### src/rtl/keypad_pkg.sv
// keypad_pkg
//   Shared definitions for the 4x4 matrix keypad scanner:
//   - state_t               : scanner FSM state encoding
//   - SETTLE_CYCLES_DEFAULT : default per-row settle time in clk cycles
//   - key_map()             : row/column to hex key label
package keypad_pkg;

    localparam int unsigned SETTLE_CYCLES_DEFAULT = 3000;

    typedef enum logic [1:0] {
        ST_START,
        ST_DRIVE,
        ST_EVAL,
        ST_FROZEN
    } state_t;

    // Index is {row, col}; keypad legend:
    //   r0: 1 2 3 A   r1: 4 5 6 B   r2: 7 8 9 C   r3: *(E) 0 #(F) D
    localparam logic [3:0] KEY_MAP [16] = '{
        4'h1, 4'h2, 4'h3, 4'hA,
        4'h4, 4'h5, 4'h6, 4'hB,
        4'h7, 4'h8, 4'h9, 4'hC,
        4'hE, 4'h0, 4'hF, 4'hD
    };

    function automatic logic [3:0] key_map(input logic [1:0] row, input logic [1:0] col);
        return KEY_MAP[{row, col}];
    endfunction

endpackage

### src/rtl/keypad_sync.sv
// keypad_sync
//   Two-flop synchronizer for the raw keypad column lines.
//   Ports:
//     clk   - system clock
//     rst_n - asynchronous active-low reset; flops reset to 4'b1111 (idle,
//             pulled-up columns)
//     d_in  - asynchronous column inputs
//     q_out - synchronized columns
module keypad_sync (
    input  logic       clk,
    input  logic       rst_n,
    input  logic [3:0] d_in,
    output logic [3:0] q_out
);

    logic [3:0] meta_q;
    logic [3:0] meta_d;
    logic [3:0] sync_q;
    logic [3:0] sync_d;

    always_comb begin
        meta_d = d_in;
        sync_d = meta_q;
    end

    always_ff @(posedge clk or negedge rst_n) begin
        if (!rst_n) begin
            meta_q <= 4'hF;
            sync_q <= 4'hF;
        end else begin
            meta_q <= meta_d;
            sync_q <= sync_d;
        end
    end

    assign q_out = sync_q;

endmodule

### src/rtl/keypad_scanner.sv
// keypad_scanner
//   Row-sweep scanner for a 4x4 active-low matrix keypad. Each row is driven
//   for SETTLE_CYCLES cycles, the synchronized columns are sampled on the last
//   of those cycles and folded into sweep accumulators in a one-cycle EVAL
//   state. At the end of row 3 the registered outputs are updated. With
//   scan_stop high and a key detected, the sweep freezes on that key's row and
//   keeps re-checking its column.
//   Ports:
//     clk          - system clock (3 MHz nominal)
//     rst_n        - asynchronous active-low reset
//     col_n[3:0]   - raw keypad columns, active-low, asynchronous
//     scan_stop    - freeze the sweep on the detected key's row
//     row_n[3:0]   - one-cold row drive (1111 = no row driven)
//     key_detected - exactly one key pressed
//     key_code     - hex label of the detected key
//     multi_key    - two or more keys pressed in the last sweep
//     sweep_done   - one-cycle pulse at the end of each 4-row sweep
module keypad_scanner
    import keypad_pkg::*;
#(
    parameter int unsigned SETTLE_CYCLES = SETTLE_CYCLES_DEFAULT
) (
    input  logic       clk,
    input  logic       rst_n,
    input  logic [3:0] col_n,
    input  logic       scan_stop,
    output logic [3:0] row_n,
    output logic       key_detected,
    output logic [3:0] key_code,
    output logic       multi_key,
    output logic       sweep_done
);

    localparam logic [15:0] SAMPLE_CNT = 16'(SETTLE_CYCLES - 1);

    logic [3:0] col_s;

    keypad_sync u_sync (
        .clk   (clk),
        .rst_n (rst_n),
        .d_in  (col_n),
        .q_out (col_s)
    );

    state_t      state_q,        state_d;
    logic [1:0]  row_q,          row_d;
    logic [15:0] cnt_q,          cnt_d;
    logic [3:0]  sample_q,       sample_d;
    logic [1:0]  acc_cnt_q,      acc_cnt_d;
    logic [1:0]  acc_row_q,      acc_row_d;
    logic [1:0]  acc_col_q,      acc_col_d;
    logic [1:0]  key_row_q,      key_row_d;
    logic [1:0]  key_col_q,      key_col_d;
    logic [3:0]  row_n_q,        row_n_d;
    logic        key_detected_q, key_detected_d;
    logic [3:0]  key_code_q,     key_code_d;
    logic        multi_key_q,    multi_key_d;
    logic        sweep_done_q,   sweep_done_d;

    // Result of folding the current row sample into the accumulators.
    logic [1:0]  fold_cnt;
    logic [1:0]  fold_row;
    logic [1:0]  fold_col;
    logic [2:0]  low_cnt;
    logic [2:0]  sum_cnt;
    logic [1:0]  first_col;
    logic        found;

    // ------------------------------------------------------------------
    // State register
    // ------------------------------------------------------------------
    always_ff @(posedge clk or negedge rst_n) begin
        if (!rst_n) begin
            state_q        <= ST_START;
            row_q          <= '0;
            cnt_q          <= '0;
            sample_q       <= '1;
            acc_cnt_q      <= '0;
            acc_row_q      <= '0;
            acc_col_q      <= '0;
            key_row_q      <= '0;
            key_col_q      <= '0;
            row_n_q        <= '1;
            key_detected_q <= 1'b0;
            key_code_q     <= '0;
            multi_key_q    <= 1'b0;
            sweep_done_q   <= 1'b0;
        end else begin
            state_q        <= state_d;
            row_q          <= row_d;
            cnt_q          <= cnt_d;
            sample_q       <= sample_d;
            acc_cnt_q      <= acc_cnt_d;
            acc_row_q      <= acc_row_d;
            acc_col_q      <= acc_col_d;
            key_row_q      <= key_row_d;
            key_col_q      <= key_col_d;
            row_n_q        <= row_n_d;
            key_detected_q <= key_detected_d;
            key_code_q     <= key_code_d;
            multi_key_q    <= multi_key_d;
            sweep_done_q   <= sweep_done_d;
        end
    end

    // ------------------------------------------------------------------
    // Sample fold: count low columns (saturating at 2) and remember the
    // first low column seen in the sweep.
    // ------------------------------------------------------------------
    always_comb begin
        low_cnt   = '0;
        first_col = '0;
        found     = 1'b0;
        for (int unsigned i = 0; i < 4; i++) begin
            if (!sample_q[i]) begin
                low_cnt = low_cnt + 3'd1;
                if (!found) begin
                    found     = 1'b1;
                    first_col = 2'(i);
                end
            end
        end
        sum_cnt  = {1'b0, acc_cnt_q} + low_cnt;
        fold_cnt = (sum_cnt >= 3'd2) ? 2'd2 : sum_cnt[1:0];
        fold_row = acc_row_q;
        fold_col = acc_col_q;
        if (acc_cnt_q == 2'd0 && found) begin
            fold_row = row_q;
            fold_col = first_col;
        end
    end

    // ------------------------------------------------------------------
    // Next-state logic
    // ------------------------------------------------------------------
    always_comb begin
        state_d        = state_q;
        row_d          = row_q;
        cnt_d          = cnt_q;
        sample_d       = sample_q;
        acc_cnt_d      = acc_cnt_q;
        acc_row_d      = acc_row_q;
        acc_col_d      = acc_col_q;
        key_row_d      = key_row_q;
        key_col_d      = key_col_q;
        key_detected_d = key_detected_q;
        key_code_d     = key_code_q;
        multi_key_d    = multi_key_q;
        sweep_done_d   = 1'b0;

        unique case (state_q)
            ST_START: begin
                acc_cnt_d = '0;
                acc_row_d = '0;
                acc_col_d = '0;
                row_d     = '0;
                cnt_d     = '0;
                state_d   = ST_DRIVE;
            end

            ST_DRIVE: begin
                if (cnt_q == SAMPLE_CNT) begin
                    sample_d = col_s;
                    state_d  = ST_EVAL;
                end else begin
                    cnt_d = cnt_q + 16'd1;
                end
            end

            ST_EVAL: begin
                cnt_d = '0;
                if (row_q != 2'd3) begin
                    acc_cnt_d = fold_cnt;
                    acc_row_d = fold_row;
                    acc_col_d = fold_col;
                    row_d     = row_q + 2'd1;
                    state_d   = (scan_stop && key_detected_q) ? ST_FROZEN : ST_DRIVE;
                end else begin
                    sweep_done_d = 1'b1;
                    case (fold_cnt)
                        2'd1: begin
                            key_detected_d = 1'b1;
                            key_code_d     = key_map(fold_row, fold_col);
                            multi_key_d    = 1'b0;
                            key_row_d      = fold_row;
                            key_col_d      = fold_col;
                        end
                        2'd0: begin
                            key_detected_d = 1'b0;
                            key_code_d     = '0;
                            multi_key_d    = 1'b0;
                        end
                        default: begin
                            key_detected_d = 1'b0;
                            key_code_d     = '0;
                            multi_key_d    = 1'b1;
                        end
                    endcase
                    acc_cnt_d = '0;
                    acc_row_d = '0;
                    acc_col_d = '0;
                    row_d     = '0;
                    // The sweep-boundary freeze decision uses the freshly
                    // evaluated result, so a key released in this sweep
                    // never freezes the scanner.
                    state_d   = (scan_stop && fold_cnt == 2'd1) ? ST_FROZEN : ST_DRIVE;
                end
            end

            ST_FROZEN: begin
                if (!scan_stop) begin
                    cnt_d   = '0;
                    state_d = ST_START;
                end else if (cnt_q == SAMPLE_CNT) begin
                    cnt_d = '0;
                    if (col_s[key_col_q]) begin
                        key_detected_d = 1'b0;
                        key_code_d     = '0;
                    end
                end else begin
                    cnt_d = cnt_q + 16'd1;
                end
            end

            default: state_d = ST_START;
        endcase
    end

    // ------------------------------------------------------------------
    // Output logic: row drive is decoded from the next state so row_n is
    // a registered output aligned with the state register.
    // ------------------------------------------------------------------
    always_comb begin
        row_n_d = '1;
        unique case (state_d)
            ST_DRIVE,
            ST_EVAL:   row_n_d = ~(4'b0001 << row_d);
            ST_FROZEN: row_n_d = ~(4'b0001 << key_row_d);
            default:   row_n_d = '1;
        endcase
    end

    assign row_n        = row_n_q;
    assign key_detected = key_detected_q;
    assign key_code     = key_code_q;
    assign multi_key    = multi_key_q;
    assign sweep_done   = sweep_done_q;

endmodule

### config.mk
export PLATFORM = sky130hd
export DESIGN_NAME = keypad_scanner
export DESIGN_NICKNAME = d
export VERILOG_FILES = /design/src/rtl/keypad_pkg.sv /design/src/rtl/keypad_sync.sv /design/src/rtl/keypad_scanner.sv
export SDC_FILE = /design/constraint.sdc
export NUM_CORES = 1
export LEC_CHECK = 0
export BUFFER_PORTS_ARGS = -buffer_cell sky130_fd_sc_hd__buf_4
export CAP_MARGIN = 40
export CORE_MARGIN = 3
export CORE_UTILIZATION = 65
export CTS_BUF_LIST = sky130_fd_sc_hd__clkbuf_16
export DETAILED_ROUTE_END_ITERATION = 16
export PLACE_DENSITY = 0.95
export SYNTH_ARGS = -nofsm -noshare
export SYNTH_HDL_FRONTEND = slang
export SYNTH_HIERARCHICAL = 1
export SYNTH_SLANG_ARGS = --single-unit
### constraint.sdc
create_clock -name clk -period 6.35 [get_ports clk]
set_clock_uncertainty 0.05 [all_clocks]
set_input_delay 0.635 -clock clk [delete_from_list [all_inputs] [get_ports clk]]
set_output_delay 0.635 -clock clk [all_outputs]
set_load 0.05 [all_outputs]
After elaboration in Yosys (flattened, before gate mapping)
Memory sizes are Yosys's and may differ from the RTL's.
Cells that the tools add are included.

word-level totals
  flip-flop bits (word level) = 53
  bits in read-only memories = 64
  output and inout port bits = 11
  word-level logic and storage cells = 119
  memories kept = 1

cells by class
  $add $sub $neg = 6
  $lt $le $gt $ge = 3
  eq/ne operators = 14
  shift-type cells = 2
  mux-type cells = 58
  bitwise gates (word level) = 4
  reduce and logical (&&, ||, !) cells = 15

memories
  name             depth  bits a word  rd ports  clocked after memory_dff  wr ports  RTL line          source
  (no name shown)  16     4            1         0                         0         keypad_pkg.sv:27  return KEY_MAP[{row, col}];

operator list
  cell                                                                     number
  16-bit two-way mux                                                       3
  16-bit case mux with 3 select lines                                      1
  2-bit two-way mux                                                        19
  4-bit two-way mux                                                        7
  16-bit by 1-bit adder with 16-bit output, second input constant          1
  16-bit by 12-bit equality test with 1-bit output, second input constant  1
  1-bit two-way mux                                                        16
  2-bit case mux with 2 select lines                                       4
  4-bit case mux with 2 select lines                                       2
  2-bit inequality test, second input constant                             6
  3-bit by 1-bit adder with 3-bit output, second input constant            3
  3-bit two-way mux                                                        3
  2-bit equality test, second input constant                               4
  4-bit inverter                                                           2
  2-bit case mux with 4 select lines                                       1
  1-bit by 2-bit << shifter with 4-bit output, first input constant        2
  2-bit by 1-bit equality test with 1-bit output, second input constant    3
  2-bit zero test                                                          3
  2-bit OR reduction                                                       3
  5-bit greater-or-equal comparator, second input constant                 1
  4-bit inverter with 5-bit output                                         1
  5-bit AND reduction                                                      1
  2-bit AND reduction                                                      2
  2-bit nonzero test                                                       2
  9 further kinds                                                          11

Longest topological paths before layout
Gate-level depths: netlist of run 1.

  word-level depth = 18
  depth in mapped cells = 14
  depth with buffers taken out = 14

Hierarchy
Netlist of run 1, hierarchy kept.

by module, submodules not included
  module          times used  cells each  area an instance (um^2)  sequential area each (um^2)
  keypad_scanner  1           250         2621.3                   1136.1
  keypad_sync     1           8           210.2                    210.2

Least setup slack after synthesis of run 1
No wires, ideal clock.

  path type = reg2reg
  start = reg sample_q[0]
  end = reg row_n_q[3] (netlist: row_n[3])
  library setup time = 0.084 ns
  arrival = 3.653 ns
  required time = 6.216 ns
  path slack = 2.564 ns
  stages on the path, launching flop included = 14
  buffers on the path = 0
  clock period less this slack = 3.786 ns
  cell sequence = dfstp_2 inv_1 ha_1 xnor2_1 ha_1 mux2_2 fa_1 xnor3_1 nor2_1 nand3_1 a22o_1 ha_1 a21boi_0 a311o_1

on the way
  longest elaborated chain between the ends = 18

RTL lines
  what                                                                                   RTL line               source
  from (decl)                                                                            keypad_scanner.sv:48   logic [3:0] sample_q, sample_d;
  from (signal assigned)                                                                 keypad_scanner.sv:92   sample_q <= sample_d;
  1-bit two-way mux                                                                      keypad_scanner.sv:115  if (!sample_q[i]) begin
  3-bit by 1-bit adder with 3-bit output                                                 keypad_scanner.sv:116  low_cnt = low_cnt + 3'd1;
  3-bit two-way mux                                                                      keypad_scanner.sv:115
  3-bit by 1-bit adder with 3-bit output                                                 keypad_scanner.sv:116
  3-bit two-way mux                                                                      keypad_scanner.sv:115
  3-bit by 1-bit adder with 3-bit output                                                 keypad_scanner.sv:116
  3-bit two-way mux                                                                      keypad_scanner.sv:115
  2-bit by 3-bit adder with 3-bit output                                                 keypad_scanner.sv:123  sum_cnt = {1'b0, acc_cnt_q} + low_cnt;
  [... 3 more ...]                                                                       --
  1-bit logical AND                                                                      keypad_scanner.sv:206  state_d = (scan_stop && fold_cnt == 2'd1) ? ST_FROZEN : ST_DRIVE;
  2-bit two-way mux                                                                      keypad_scanner.sv:206
  2-bit two-way mux                                                                      keypad_scanner.sv:172  if (row_q != 2'd3) begin
  2-bit case mux with 4 select lines                                                     keypad_scanner.sv:151  unique case (state_q)
  2-bit by 1-bit equality test with 1-bit output or 2-bit equality test (tied branches)  keypad_scanner.sv:235  unique case (state_d)
  2-bit OR reduction                                                                     keypad_scanner.sv:235
  4-bit case mux with 2 select lines (*)                                                 keypad_scanner.sv:235
  via row_n_d[3]                                                                         keypad_scanner.sv:54   logic [3:0] row_n_q, row_n_d;
  to (signal assigned)                                                                   keypad_scanner.sv:98   row_n_q <= row_n_d;
  to (decl)                                                                              keypad_scanner.sv:54

Mark *: on every way through the listed nets, which the timed path passes. The rest lies on a longest branch.
A chain may end at the register's enable or synchronous reset.

Worst setup path in the final report of run 1
Same ends and word-level chain as after synthesis.

==> summary.md, run 1 <==
| Metric | Value |
|---|---|
| Die width | approximately 72 um |
| Number of I/O pins | 18 |
| Starting density of the core | 68.8% |
| Setup violations, final | 0 |
| Place WS | 2.22 ns |
| R2r setup slk | around 2.1 ns |
| Vias in the first global route | about 2000 |
| Simple-gate share of the synthesized area | between 10% and 20% |
| HPWL after DPL | between 3 and 4 mm |
| Placed cells | ~320 |
| Post-CTS Hold Fix Bufs | 0 |
| Nets | about 300 |
| Drc violations | 0 |
| Setup Fix Bufs, Post-CTS | 0 |
| Main combinational cell family by area after synthesis | simple AND/OR/NAND/NOR gates |
| Fill count | roughly 250 |
| CORE AREA | roughly 4100 um^2 |
| DR pass1 iterations | 4 |
| Fraction of layout cells with a size suffix above 1 | 21.1% |
| Register area share after synthesis | between 40% and 50% |
| DR iter-0 viols | roughly 160 |
| Worst endpoint data arrival time | between 4 and 5 ns |
| CP required | about 6.5 ns |
| Setup TNS | 0 ns |
| Synth Area in Adders | approximately 7.3% |
| Netlist Area Pre-Place | around 2800 um^2 |
| Worst Hold Class | flop to flop |
| Clk buf depth | 2 |
| Die height | 72 um |
| Total Wirelength | ~5.7 mm |
| RSZ-0062 raised after global routing | no |
| WL/cell | around 18 um |
| Avg Vias per Cell | ~6.3 |
| CTS-repair resized insts | 0 |
| Synth Area in Compound Gates | between 10% and 20% |
| P&R area growth vs syn | 9.68% |
| Global placement routability congestion | approximately 0.8 |
| Vias | slightly above 2000 |
| Clock root cell | clkbuf_16 |
| Site row count | 23 |
| N_diodes | 0 |
| Clock tree sinks | between 50 and 60 |
| Worst-path maximum fanout | 4 |
| Synth Register Bits | 53 |
| Final WS setup | 2.11 ns |
| Worst-Skew Late Latency | between 0.2 and 0.3 ns |
| RR Startpoint | sample_q[0] |
| Inserted Clock Buffers | 5 |
| Crit. End Element | flop |
| Post-synthesis async set-or-reset flop share | between 90% and 100% |
| Critical path launch point | sample_q[0] |
| FMAX | roughly 240 MHz |
| Total grt overflow | 0 |
| Final Instance Count excl. Fillers | 325 |
| Final core area utilization | about three quarters |
| CTS tree | yes |
| Primary FF master, synth | dfrtp_1 |
| Initial antenna violation count | 0 |
| Number of antenna-violating nets in the routed design | 0 |
| Htree depth | 2 |
| Synthesized instance count | roughly 260 |
| Slew Limit Fails | 0 |
| Worst Setup Start Kind | flop |
| Worst Max-Slew Pin Slew | 0.835 ns |
| Number of synthesized flops with an enable pin | 0 |
| Relative slew slack | a little over two fifths |
| Mux cell area share after synthesis | around 4.9% |
| Clock transition at path regs | 0.07 ns |
| Critical path class | flop to flop |
| Port bufs | 17 |
| Number of max-cap violations | 0 |
| Post-synthesis xor/xnor area fraction | around 4.8% |
| Syn. warnings | 6 |
| Result of the run | complete, no violations |
| Fin crit share | between 60% and 70% |
| Maximum VDD drop | approximately 0.21 mV |
| Lkg Pwr | about 1.5 nW |
| Synth unique cells | 57 |
| Die ar. | 5180 um^2 |
| Avg Inst Size Synth | roughly 11 um^2 |
| GRT Overall Usage | roughly 24% |
| Pin count of the biggest net entering global routing | 54 |
| First-pass GRT wire length | ~9.6 mm |
| PwrDens | ~240 nW/um^2 |
| Final Hold Vio Count | 0 |
| Syn nets | between 200 and 300 |
| Period minus WS final | about 4.2 ns |
| Worst hold start | u_sync/meta_q[3] |
==> registers in the layout, indices dropped and copies added (netlist names) <==
name           cells
acc_row_q          2
key_detected       1
acc_col_q          2
cnt_q             16
multi_key          1
state_q            2
sample_q           4
sweep_done         1
key_code           4
u_sync/meta_q      4
u_sync/q_out       4
acc_cnt_q          2
row_n              4
key_row_q          2
key_col_q          2
row_q              2
==> metal layers <==
| layer | vias up | part of all wire, % | GRT usage, % |
|---|---|---|---|
| met5 | - | 0 | 0 |
| met4 | 0 | 2.6 | 10.2 |
| met3 | 15 | 6.1 | 6.23 |
| met2 | 82 | 50 | 38.5 |
| met1 | 992 | 42 | 31.1 |
| li1 | 948 | - | - |
==> cells in the mapped netlist (2+ instances only) <==
| master | n | area [um^2] |
|---|---|---|
| ha_1 | 15 | 188 |
| nand2b_1 | 2 | 12.5 |
| a21o_1 | 5 | 37.5 |
| dfrtp_1 | 37 | 926 |
| buf_2 | 3 | 15.0 |
| xnor2_1 | 6 | 52.6 |
| o21ai_0 | 6 | 30.0 |
| o21a_1 | 3 | 22.5 |
| xor2_1 | 7 | 61.3 |
| and4_1 | 3 | 26.3 |
| nor2_1 | 24 | 90.1 |
| a22o_1 | 5 | 43.8 |
| clkbuf_1 | 3 | 11.3 |
| a311o_1 | 4 | 40.0 |
| and3_1 | 4 | 25.0 |
| nand2_1 | 22 | 82.6 |
| o31ai_1 | 5 | 37.5 |
| a211o_1 | 3 | 26.3 |
| nand4_1 | 3 | 18.8 |
| a21oi_1 | 7 | 35.0 |
| nor4b_1 | 2 | 17.5 |
| dfstp_2 | 16 | 420 |
| a21boi_0 | 2 | 15.0 |
| buf_6 | 3 | 33.8 |
| mux2_2 | 5 | 56.3 |
| nor3_1 | 5 | 25.0 |
| inv_1 | 13 | 48.8 |
| or3_1 | 4 | 25.0 |
| mux2_4 | 2 | 30.0 |
| nand3_1 | 8 | 40.0 |
| a32o_1 | 2 | 20.0 |
| mux2i_1 | 3 | 30.0 |
| nand3b_1 | 2 | 15.0 |
==> where the power goes <==
group / switching [mW] / total (mW) / internal [mW]
logic: 0.0496 / 0.0851 / 0.0355
registers: 0.0283 / 0.393 / 0.365
clock network: 0.129 / 0.278 / 0.149
total: 0.207 / 0.757 / 0.550
==> kinds of logic after synthesis <==
logic type / count (synthesis)
simple gates: 89
buf+inv: 24
flops: 53
mux: 11
compound gates: 51
xor+xnor: 14
fa+ha+maj: 16
==> metrics by stage <==
stage	hold WS [ns]	power (mW)	cell area [um^2]
6_report	0.308	0.757	3110
3_5_place_dp	0.298	0.480	2960
3_3_place_gp	0.296	0.473	2950
5_1_grt	0.310	0.787	3110
2_1_floorplan	0.289	0.450	2830
4_1_cts	0.308	0.757	3110
==> worst paths after layout <==
kind | to | cells past startpoint
worst min register to register | u_sync/q_out[3] | 0
min in group asynchronous | row_q[0] | 1
worst max-delay path | row_n[3] | 13
max in group asynchronous | cnt_q[0] | 1
worst min-delay path | u_sync/q_out[3] | 0
worst max register to register | row_n[3] | 13
==> area by class of cell <==
type / count / area [um^2] / area share (%)
Inverter: 14 / 52.6 / 1.69
Tap cell: 50 / 62.6 / 2.01
Clock buffer: 5 / 125 / 4.03
Multi-Input combinational cell: 181 / 1350 / 43.6
Timing Repair Buffer: 19 / 143 / 4.59
Sequential cell: 53 / 1350 / 43.4
Clock inverter: 3 / 23.8 / 0.766
==> worst max-delay path: stages, from the launching register on <==
cell,delay (ns)
dfstp_2,0.56
inv_1,0.06
ha_1,0.32
xnor2_1,0.29
ha_1,0.29
mux2_2,0.28
fa_1,0.38
xnor3_1,0.43
nor2_1,0.30
nand3_1,0.17
a22o_1,0.22
ha_1,0.32
a21boi_0,0.15
a311o_1,0.35
==> layout by cell type, fill, tap and decap left out, types with 2 or more instances in the layout <==
master	instances
a21o_1	5
xnor2_1	6
nand2_1	22
dfrtp_1	37
nand4_1	3
buf_4	19
dfstp_2	16
nand3_1	8
o21ai_0	6
and4_1	3
a311o_1	4
o21a_1	3
o31ai_1	5
nor2_1	24
xor2_1	7
and3_1	4
a21oi_1	7
a22o_1	5
nor3_1	5
a211o_1	3
inv_6	2
nand2b_1	2
nor4b_1	2
a32o_1	2
clkbuf_16	5
ha_1	15
nand3b_1	2
inv_1	13
a21boi_0	2
mux2_2	5
or3_1	4
mux2_4	2
mux2i_1	3
No activity file was read; power rests on OpenSTA's default activity.
==> inputs of run 2 (changes only) <==
Settings changed: ABC_AREA from default to 1, CORE_UTILIZATION 65 to 55, PLACE_DENSITY 0.95 to 0.88.
Clock period 6.35 ns to 3.77 ns, I/O delays scaled along.
==> summary.md, run 2 <==
| Metric | Value |
|---|---|
| FMAX | about 280 MHz |
| Number of max-cap violations | 0 |
| Period minus WS final | between 3 and 4 ns |
| Clock tree sinks | 53 |
| Clock transition at path regs | about 0.07 ns |
| Worst Setup Start Kind | flop |
| PwrDens | approximately 340 nW/um^2 |
| Most Crowded Layer GR | met2 |
| Synth Register Bits | 53 |
| Total grt overflow | 0 |
| DR pass1 iterations | 4 |
| Vias | about 2400 |
| Top cells by count, synth | nand2_1, inv_1, dfrtp_1 |
| Nets | approximately 400 |
| Avg Vias per Cell | between 5 and 6 |
| Hold_ws | ~0.060 ns |
| Synthesized instance count | around 360 |
| Fin crit share | 94.1% |
| Port bufs | 17 |
| Htree depth | 2 |
| CORE AREA | approximately 5200 um^2 |
| Total Wirelength | between 5 and 6 mm |
| Result of the run | complete, no violations |
| Setup Fix Bufs, Post-CTS | 0 |
| Met2 Use GR | around a third |
| Synth unique cells | 40 |
| WL/cell | 13.3 um |
| Die height | a little over 80 um |
| Die width | 80.5 um |
| Fill count | roughly 400 |
| Inserted Clock Buffers | 5 |
| N_diodes | 0 |
| Final core area utilization | 65.9% |
| Lkg Pwr | 1.71 nW |
| Most flops, register | cnt_q |
| Primary FF master, synth | dfrtp_1 |
| Relative slew slack | ~56% |
| Fraction of layout cells with a size suffix above 1 | 22.5% |
| Global placement routability congestion | about 0.86 |
| Worst endpoint data arrival time | 3.72 ns |
| CTS tree | yes |
| Place WS | about 0.22 ns |
| Number of synthesized flops with an enable pin | 0 |
| Count leader, synth | nand2_1 |
| Sequential Area | 1350 um^2 |
| Critical path class | flop to flop |
| Final Hold Vio Count | 0 |
| Largest cells by area after synthesis | dfrtp_1, dfstp_2, nand2_1 |
| Number of I/O pins | 18 |
| Syn. warnings | 6 |
| Post-synthesis async set-or-reset flop share | 100% |
| Initial antenna violation count | 0 |
| Commonest non-fill, non-tap cells in the layout | nand2_1, inv_1, dfrtp_1, nor2_1 |
| Vias in the first global route | roughly 2300 |
| Site row count | 26 |
| Crit. End Element | flop |
| GR Layer Usage met3 | a little over 4% |
| CP required | between 3 and 4 ns |
| Worst Hold Class | primary input to async pin |
| Die ar. | approximately 6500 um^2 |
| Final WS setup | about 0.22 ns |
| P&R area growth vs syn | 13.0% |
| Number of antenna-violating nets in the routed design | 0 |
| Worst Max-Slew Pin Slew | between 0.6 and 0.7 ns |
| Avg Inst Size Synth | roughly 8.5 um^2 |
| Clk buf depth | 2 |
| Syn nets | 381 |
| Met1 usage | ~28% |
| Maximum VDD drop | around 0.25 mV |
| GRT Overall Usage | between 20% and 30% |
| DR iter-0 viols | between 200 and 250 |
| Pin count of the biggest net entering global routing | between 50 and 60 |
| Clock root cell | clkbuf_16 |
| Register area share after synthesis | 44.1% |
| Starting density of the core | approximately 60% |
| Setup violations, final | 0 |
| First-pass GRT wire length | 10.5 mm |
| Drc violations | 0 |
| Post-synth top area share | between 30% and 40% |
| Netlist Area Pre-Place | approximately 3100 um^2 |
| Slew Limit Fails | 0 |
| Commonest non-fill, non-tap cell in the layout | nand2_1 |
| Worst-Skew Late Latency | roughly 0.29 ns |
| Yosys top cell by area | dfrtp_1 |
| Multi-input gate area | between 1000 and 1500 um^2 |
| Max reg flops | 16 |
| HPWL after DPL | around 4.2 mm |
| Worst-path maximum fanout | 5 |
run 2: cell types whose count changed after synthesis, moves of 5 or more:
| cell | change |
|---|---|
| a21o_1 | -5 |
| nand3_1 | +12 |
| nand2_1 | +64 |
| mux2_2 | -5 |
| o21ai_0 | +15 |
| inv_1 | +37 |
| a22o_1 | -5 |
| nand2_2 | +13 |
run 2: final timing paths:
kind / start / end / slack (ns) / cells past startpoint
max in group asynchronous: rst_n / cnt_q[11] / 3.16 / 1
setup reg to reg: sample_q[0] / row_n[1] / 0.22 / 18
hold reg to reg: u_sync/meta_q[0] / u_sync/q_out[0] / 0.30 / 0
hold / removal: rst_n / state_q[0] / 0.06 / 1
setup / recovery: sample_q[0] / row_n[1] / 0.22 / 18
min in group clk: col_n[1] / u_sync/meta_q[1] / 0.14 / 1
run 2: logic make-up (layout without fill, tap and decap cells):
group	count (synthesis)	in the layout	share of synthesized area [%]
flops	53	53	44.1
compound gates	52	52	10.8
simple gates	170	170	27.8
fa+ha+maj	16	16	6.81
xor+xnor	9	9	2.58
buf+inv	58	82	7.87
run 2: stage by stage:
stage                     total power, mW  TNS (ns)  instances  cell area (um^2)
final                                1.18         0        452              3450
after global routing                 1.21   -0.0711        452              3450
after CTS                            1.19         0        452              3440
after detailed placement            0.608         0        444              3250
after global placement              0.607         0        444              3250
after floorplan                     0.590         0        358              3050
run 2: final cells by class:
type / count / share of cell area (%)
multi-input combinational: 247 / 42.7
sequential: 53 / 39.0
inverter: 56 / 6.31
timing repair buffer: 18 / 3.92
clock buffer: 5 / 3.63
tap: 70 / 2.54
clock inverter: 3 / 1.89
run 2: timing repair:
| item | 4_1_cts | 5_1_grt |
|---|---|---|
| hold buffers | 0 | 0 |
| endpoints found under the hold margin | 0 | 0 |
| setup endpoints to repair | 0 | 4 |
| gates resized for setup | 0 | 2 |
run 2: metal layers:
metal	up-vias	part of all wire (%)
met2	77	47
met3	9	5.6
li1	1194	-
met1	1136	46
met5	-	0
met4	0	1.5
run 2: worst max-delay path: stages (launching register included):
cell	delay, ns
dfstp_2	0.58
inv_1	0.05
ha_1	0.35
xnor2_2	0.17
ha_1	0.30
nand2_1	0.07
o21ai_0	0.11
fa_1	0.45
inv_1	0.09
nand3_2	0.10
nand3_1	0.11
nand2_1	0.07
nor2_2	0.09
nand2_1	0.07
o21ai_1	0.14
a21oi_1	0.10
ha_1	0.33
a21oi_1	0.18
nand2_1	0.07
run 2: report_power, final:
group | switching, mW | internal (mW)
combinational | 0.0138 | 0.00467
sequential | 0.00141 | 0.577
clock | 0.204 | 0.379
==> inputs of run 3 (changes only) <==
Settings changed: RECOVER_POWER from default to 100.
==> summary.md, run 3 (same netlist as run 2, synthesis figures left out) <==
| Metric | Value |
|---|---|
| Die width | around 80 um |
| Sequential Area | about 1300 um^2 |
| GRT Overall Usage | between 20 and 25% |
| Slew Limit Fails | 54 |
| Avg Vias per Cell | between 5 and 6 |
| DR iter-0 viols | roughly 230 |
| Setup Fix Bufs, Post-CTS | 0 |
| Inserted Clock Buffers | 5 |
| Commonest non-fill, non-tap cell in the layout | nand2_1 |
| Starting density of the core | between 50% and 60% |
| Clock tree sinks | 53 |
| CTS-repair resized insts | 0 |
| Final Instance Count excl. Fillers | ~450 |
| Final Hold Vio Count | 0 |
| Max reg flops | 16 |
| Critical path class | flop to flop |
| Multi-input gate area | between 1000 and 1500 um^2 |
| First-pass GRT wire length | approximately 10 mm |
| Power Total | between 1 and 1.5 mW |
| Worst Setup Start Kind | flop |
| Fill count | about 420 |
| Vias | roughly 2400 |
| Fin crit share | a little over nine tenths |
| Slowest CP cell | dfstp_2 |
| Site row count | 26 |
| CORE AREA | roughly 5200 um^2 |
| Failing checks | capacitance limit, slew limit |
| Clock root cell | clkbuf_16 |
| Drc violations | 0 |
| Worst-path maximum fanout | 5 |
| Period minus WS final | 3.55 ns |
| Place WS | between 0.2 and 0.25 ns |
| Worst Hold Class | primary input to flop |
| PwrDens | 351 nW/um^2 |
| Commonest non-fill, non-tap cells in the layout | nand2_1, inv_1, dfrtp_1, nor2_1, o21ai_0 |
| Htree depth | 2 |
| Maximum VDD drop | between 0.2 and 0.3 mV |
| Worst Max-Slew Pin Slew | 2.76 ns |
| Result of the run | finished, violations left |
| Clock transition at path regs | approximately 0.070 ns |
| Fraction of layout cells with a size suffix above 1 | ~17% |
| Final core area utilization | between 60% and 70% |
| Pin count of the biggest net entering global routing | 54 |
| Critical Path, Cell by Cell | inv_1, ha_1, xnor2_2, ha_1, nand2_1, o21ai_0, fa_1, inv_1, nand3_2, nand3_1, nand2_1, nor2_2, nand2_1, o21ai_1, a21oi_1, ha_1, a21oi_1, nand2_1 |
| Setup violations, final | 0 |
| HPWL after DPL | approximately 4.2 mm |
| Global placement routability congestion | about 0.86 |
| Port bufs | 17 |
| Die ar. | around 6500 um^2 |
| CTS tree | yes |
| Total grt overflow | 0 |
| Number of max-cap violations | 1 |
| CP required | between 3 and 4 ns |
| Number of I/O pins | 18 |
| Final WS setup | between 0.2 and 0.25 ns |
| Nets | roughly 400 |
| Lkg Pwr | ~1.6 nW |
| P&R area growth vs syn | 9.88% |
| Clk buf depth | 2 |
| Crit. End Element | flop |
| Worst path max stage delay | between 0.5 and 0.6 ns |
| Post-CTS Hold Fix Bufs | 0 |
| Number of antenna-violating nets in the routed design | 0 |
| N_diodes | 0 |
| Worst endpoint data arrival time | 3.73 ns |
| Placed cells | approximately 440 |
| CP most frequent cell | nand2_1 |
| FMAX | between 200 and 300 MHz |
| DP Area | 3250 um^2 |
| WL/cell | about 13 um |
| Initial antenna violation count | 0 |
| Worst-Skew Late Latency | roughly 0.29 ns |
| Die height | between 80 and 90 um |
| Relative slew slack | -83.8% |
| Final instance area | roughly 3400 um^2 |
| DR pass1 iterations | 4 |
| Total Wirelength | between 5 and 6 mm |
| Vias in the first global route | around 2300 |
| Most flops, register | cnt_q |
-- run 3: metrics by stage --
| step | setup TNS, ns | hold WS, ns |
|---|---|---|
| after floorplan | 0 | 0.0314 |
| after global placement | 0 | 0.296 |
| after detailed placement | 0 | 0.297 |
| after CTS | 0 | 0.0897 |
| after global routing | -0.0736 | 0.135 |
| final | 0 | 0.137 |
-- run 3: final timing paths --
path / startpoint / endpoint / slack [ns] / depth (start not counted)
worst max-delay path: sample_q[0] / row_n[1] / 0.22 / 18
worst min-delay path: col_n[1] / u_sync/meta_q[1] / 0.14 / 1
worst max register to register: sample_q[0] / row_n[1] / 0.22 / 18
worst min register to register: u_sync/meta_q[0] / u_sync/q_out[0] / 0.30 / 0
max in group asynchronous: rst_n / cnt_q[11] / 1.19 / 1
min in group asynchronous: rst_n / state_q[1] / 0.91 / 1
-- run 3: layer usage --
metal | vias to the layer above | GRT usage (%) | routed length [um]
met2 | 82 | 32.7 | 2810
li1 | 1191 | - | -
met1 | 1113 | 27.8 | 2720
met3 | 8 | 4.04 | 345
met5 | - | 0 | 0
met4 | 0 | 7.09 | 82
-- run 3: power by group --
group	total (mW)	internal [mW]	switching (mW)
sequential	0.578	0.577	0.00145
clock	0.581	0.379	0.202
combinational	0.0174	0.00393	0.0134
total	1.18	0.960	0.217
-- run 3: critical path, delay by kind of cell (launching register included) --
family          cells  cell delay [ns]
xor+xnor            1             0.17
compound gates      4             0.53
simple gates        7             0.59
flops               1             0.58
buf+inv             2             0.14
fa+ha+maj           4             1.44
-- run 3: final cells by class --
| type | instances | area share (%) |
|---|---|---|
| inverter | 56 | 6.34 |
| multi-input combinational | 247 | 42.5 |
| sequential | 53 | 40.1 |
| timing repair buffer | 18 | 2.69 |
| clock buffer | 5 | 3.73 |
| clock inverter | 3 | 1.94 |
| tap | 70 | 2.61 |
